## config.mk

```make
export PLATFORM = sky130hd
export DESIGN_NAME = bcd_conv_arbiter
export DESIGN_NICKNAME = d
export VERILOG_FILES = /design/src/rtl/bcd_conv_arbiter.sv
export SDC_FILE = /design/constraint.sdc
export NUM_CORES = 1
export LEC_CHECK = 0
export ABC_AREA = 0
export ABC_CLOCK_PERIOD_IN_PS = 1700
export CORE_MARGIN = 2
export CORE_UTILIZATION = 37
export CTS_CLUSTER_DIAMETER = 40
export DETAILED_ROUTE_END_ITERATION = 8
export PLACE_DENSITY = 0.76
export SETUP_SLACK_MARGIN = 0.15
export SYNTH_ARGS = -nofsm -noshare
export SYNTH_HDL_FRONTEND = slang
export SYNTH_SLANG_ARGS = --single-unit
```

## constraint.sdc

```tcl
create_clock -name clk -period 1.7 [get_ports clk]
set_input_delay 0.34 -clock clk [delete_from_list [all_inputs] [get_ports clk]]
set_output_delay 0.34 -clock clk [all_outputs]
set_load 0.005 [all_outputs]
```

## src/rtl/bcd_conv_arbiter.sv

```systemverilog
`default_nettype none
// ============================================================================
// Module  : bcd_conv_arbiter
// Brief   : Round-robin sharing of one bin2bcd converter among NREQ requesters.
//           Optional WAIT timeout enabled by defining BCD_ARB_TIMEOUT_EN.
// Revision: 1.0 - initial release
// ============================================================================
module bcd_conv_arbiter #(
  parameter int N       = 7,
  parameter int NREQ    = 4,
  parameter int TIMEOUT = 64
) (
  input  logic                     clk,
  input  logic                     rst,
  input  logic [NREQ-1:0]          req,
  input  logic [NREQ*N-1:0]        req_bin,
  output logic [NREQ-1:0]          gnt,
  output logic                     rsp_valid,
  output logic [$clog2(NREQ)-1:0]  rsp_id,
  output logic [15:0]              rsp_bcd,
  output logic                     rsp_err,
  output logic                     busy,
  output logic                     conv_start,
  output logic [N-1:0]             conv_bin,
  input  logic [15:0]              conv_bcd,
  input  logic                     conv_done
);

  localparam int IDW = $clog2(NREQ);

  typedef enum logic [2:0] {
    S_IDLE   = 3'd0,
    S_START  = 3'd1,
    S_SETTLE = 3'd2,
    S_WAIT   = 3'd3,
    S_RESP   = 3'd4
  } state_t;

  state_t           r_state;
  logic [IDW-1:0]   r_rr_ptr;
  logic [IDW-1:0]   r_id;
  logic [IDW-1:0]   w_winner;
  logic [IDW-1:0]   w_idx;
  logic [IDW-1:0]   w_next_ptr;
  logic             w_found;
  logic [N-1:0]     w_ops [NREQ];

  generate
    for (genvar g = 0; g < NREQ; g++) begin : g_ops
      assign w_ops[g] = req_bin[g*N +: N];
    end
  endgenerate

  // Scan downward so the last hit is the one closest above rr_ptr.
  always_comb begin
    w_found  = 1'b0;
    w_winner = '0;
    w_idx    = '0;
    for (int i = NREQ - 1; i >= 0; i--) begin
      w_idx = IDW'((int'(r_rr_ptr) + i) % NREQ);
      if (req[w_idx]) begin
        w_found  = 1'b1;
        w_winner = w_idx;
      end
    end
  end

  assign w_next_ptr = (r_id == IDW'(NREQ - 1)) ? '0 : r_id + 1'b1;

`ifdef BCD_ARB_TIMEOUT_EN
  localparam int CW = ($clog2(TIMEOUT + 1) > 8) ? $clog2(TIMEOUT + 1) : 8;
  logic [CW-1:0] r_cnt;
`else
  assign rsp_err = 1'b0;
`endif

  always_ff @(posedge clk or negedge rst) begin
    if (!rst) begin
      r_state    <= S_IDLE;
      r_rr_ptr   <= '0;
      r_id       <= '0;
      gnt        <= '0;
      rsp_valid  <= 1'b0;
      rsp_id     <= '0;
      rsp_bcd    <= '0;
      busy       <= 1'b0;
      conv_start <= 1'b0;
      conv_bin   <= '0;
`ifdef BCD_ARB_TIMEOUT_EN
      rsp_err    <= 1'b0;
      r_cnt      <= '0;
`endif
    end else begin
      case (r_state)
        S_IDLE: begin
          if (w_found) begin
            r_id       <= w_winner;
            conv_bin   <= w_ops[w_winner];
            gnt        <= {{(NREQ-1){1'b0}}, 1'b1} << w_winner;
            conv_start <= 1'b1;
            busy       <= 1'b1;
            r_state    <= S_START;
          end
        end
        S_START: begin
          gnt        <= '0;
          conv_start <= 1'b0;
          r_state    <= S_SETTLE;
        end
        // One dead cycle so a level done left over from the last job is not taken.
        S_SETTLE: begin
`ifdef BCD_ARB_TIMEOUT_EN
          r_cnt   <= '0;
`endif
          r_state <= S_WAIT;
        end
        S_WAIT: begin
          if (conv_done) begin
            rsp_bcd   <= conv_bcd;
            rsp_id    <= r_id;
            rsp_valid <= 1'b1;
`ifdef BCD_ARB_TIMEOUT_EN
            rsp_err   <= 1'b0;
`endif
            r_state   <= S_RESP;
          end
`ifdef BCD_ARB_TIMEOUT_EN
          else if (r_cnt == CW'(TIMEOUT - 1)) begin
            rsp_bcd   <= 16'hFFFF;
            rsp_id    <= r_id;
            rsp_valid <= 1'b1;
            rsp_err   <= 1'b1;
            r_state   <= S_RESP;
          end else begin
            r_cnt <= r_cnt + 1'b1;
          end
`endif
        end
        S_RESP: begin
          rsp_valid <= 1'b0;
          busy      <= 1'b0;
          r_rr_ptr  <= w_next_ptr;
          r_state   <= S_IDLE;
        end
        default: r_state <= S_IDLE;
      endcase
    end
  end

endmodule
`default_nettype wire

```

==> results.yml <==
routing:
  drt-pass1-iter-count: 4
  vias_per_cell: 4.82
  routedWlPerCell_um: 13.9
  drt_iter0_drc: 78
  final_antenna_net_count: 0
  vias: 1763
  drt_wl_total_um: 5090
  drc: 0
worst_setup_path:
  slowest_delay_ns: 0.42
  worstPathArrival_ns: 1.84
  worstSetupStartpointType: "flop"
  path_buf_inv: 1
  crit_chain: "mux2i_2 > nor2_2 > nor2_4 > buf_12 > mux2_4 > o221a_1"
  crit_type: "flop to flop"
  cp_data_required_time_ns: 1.88
  end_kind: "flop"
  cp_top_family: "multiplexers"
  crit_path_max_fanout: 8
  crit_slowest_cell: "dfrtp_2"
placement:
  portBuffers: 82
  hpwl_um: 3910
  postPlaceCellArea_mm2: 0.00289
  gp_congestion: 0.829
cts:
  path_clk_slew_ns: 0.08
  root_buffer: "clkbuf_8"
  cts_sinks: 39
  htreeDepth: 2
  numCtsBuffers: 5
  cts_tree: "built"
  clockBufferDepth: 2
  clkLatencyLatePin_ns: 0.29
synth:
  synth_area_mm2: 0.00184
  ys.flop_type: "dfrtp_1"
  yosysTopAreaCellShare: 0.531
  avgSynthCellArea_um2: 9.72
  yosysMostFrequentCell: "nand2_1"
  synth_edf_count: 0
  synth-seq-cells: 39
  synthCells: 189
  seq_area_frac_synth: 0.531
  ys_top_cells_by_count: "nand2_1 (57), dfrtp_1 (39), o21ai_0 (18)"
  synthesis.nets: 241
  synth_top_cell_by_area: "dfrtp_1"
  ys_warn_count: 0
  synth-async-reset-ratio: 1.00
  ys_types: 36
  ys_top_cells_by_area: "dfrtp_1 (53%), nand2_1 (12%), o21ai_0 (4.9%), mux2_4 (4.9%), nand3_1 (4.1%)"
outcome:
  status: "completed"
floorplan:
  core_area_mm2: 0.00475
  num_rows: 25
  fp.dieH_um: 74.5
  dieArea_mm2: 0.00555
  fp.dieW_um: 74.5
  initial_core_util: 0.387
  ios: 84
power:
  max-vdd-ir-drop_mv: 0.826
  p_total_uw: 4590
  leakage_uw: 0.00138
  pwr_density_cell_mw_per_mm2: 1490
sta:
  drv_slew: 0
  max_freq_mhz: 604
  finalSetupViolCount: 0
  rsz0062_at_grt: "true"
  hold_viol: 0
  period_minus_slack_ns: 1.66
  tns_ns: 0
  fin_crit_sh: 0.974
  holdWs_ns: 0.473
  finClkSkew_ns: 0.00926
finish:
  nFillCells: 416
  design_area_mm2: 0.00308
  finalNetCount: 350
  drive_gt1_frac: 0.194
  final_util: 0.648
  area_delta_synth_final_pct: 67.7
  diodes: 0
flow_run:
  cap_violations: 0
global_routing:
  grt_antenna_before_repair: 0
  grt_pass1_vias: 1751
  grt_pass1_wl_um: 8200
  grtUsageTotal: 0.197
  grt-ovfl-total: 0
  grt_max_degree: 21
hold_path:
  hold_path.class: "flop to flop"
per-stage QoR:
stage | worst slack, ns | instances
after floorplan | 0.0672 | 189
after global placement | -0.418 | 351
after detailed placement | -0.466 | 351
after CTS | 0.0319 | 364
after global routing | -0.0124 | 366
final | 0.0442 | 366
worst paths after layout:
| path | startpoint | cells after the start | slack (ns) | end |
|---|---|---|---|---|
| hold reg to reg | rsp_bcd[9]$_DFFE_PN0P_ | 2 | 0.47 | rsp_bcd[9]$_DFFE_PN0P_ |
| max in group asynchronous | rst | 3 | 0.61 | r_state[1]$_DFFE_PN0P_ |
| min in group asynchronous | rst | 2 | 0.52 | conv_bin[4]$_DFFE_PN0P_ |
| setup reg to reg | r_rr_ptr[1]$_DFFE_PN0P_ | 6 | 0.04 | conv_bin[4]$_DFFE_PN0P_ |
| hold / removal | rsp_bcd[9]$_DFFE_PN0P_ | 2 | 0.47 | rsp_bcd[9]$_DFFE_PN0P_ |
| setup / recovery | r_rr_ptr[1]$_DFFE_PN0P_ | 6 | 0.04 | conv_bin[4]$_DFFE_PN0P_ |
per-layer routing:
| metal | track usage | up-vias | wire, um |
|---|---|---|---|
| met5 | 0 | - | 0 |
| met4 | 0.0873 | 0 | 70 |
| met3 | 0.0285 | 5 | 208 |
| met2 | 0.322 | 41 | 2680 |
| met1 | 0.261 | 853 | 2140 |
| li1 | - | 864 | - |
worst register-to-register path, stage by stage, from the launching register on:
cell and delay (ns):
dfrtp_2 0.42, mux2i_2 0.26, nor2_2 0.08, nor2_4 0.13
buf_12 0.15, mux2_4 0.30, o221a_1 0.21
cell usage in the layout (no fill, tap or decap), types with 3 or more instances in the layout:
master / Yosys / layout
clkdlybuf4s50_1: 0 / 74
nand2_1: 57 / 57
dfrtp_1: 39 / 38
buf_4: 1 / 22
o21ai_0: 18 / 17
nand3_1: 15 / 15
mux2_4: 6 / 7
inv_1: 6 / 6
o221a_1: 6 / 6
clkbuf_8: 0 / 5
nand2b_1: 4 / 4
a21oi_1: 4 / 4
dlymetal6s2s_1: 0 / 3
layout make-up:
class	count	area (um^2)	share of cell area
clock buffers	6	72.6	0.0235
inverters	7	27.5	0.00893
multi-input cells	136	856	0.278
flip-flops and latches	39	977	0.317
repair buffers	109	1050	0.342
well taps	67	83.8	0.0272
clock inverters	2	12.5	0.00406
state kept, by name, summed over array words and instances, names as in the netlist:
| name | cells |
|---|---|
| rsp_valid | 1 |
| r_state | 3 |
| conv_start | 1 |
| gnt | 4 |
| r_id | 2 |
| busy | 1 |
| rsp_id | 2 |
| r_rr_ptr | 2 |
| conv_bin | 7 |
| rsp_bcd | 16 |
where the power goes:
group,internal [uW],total (uW),switching (uW)
combinational,1410,2360,946
sequential,1350,1620,271
clock,287,611,325
repair_timing:
action / CTS / global route
pin swaps: 5 / 2
resized for setup: 16 / 6
endpoints found under the setup margin: 18 / 17
hold buffers: 1 / 0
setup buffers: 4 / 2
hold endpoints to repair: 16 / 0
kinds of logic (layout without fill, tap and decap cells):
logic type | after synthesis | count (layout) | share of synthesized area
mux | 9 | 9 | 0.0667
compound gates | 38 | 38 | 0.145
buf+inv | 14 | 124 | 0.0347
flops | 39 | 39 | 0.531
fa+ha+maj | 1 | 1 | 0.00681
simple gates | 87 | 87 | 0.214
other cells | 1 | 1 | 0.00204
No activity file was read; power rests on OpenSTA's default activity.
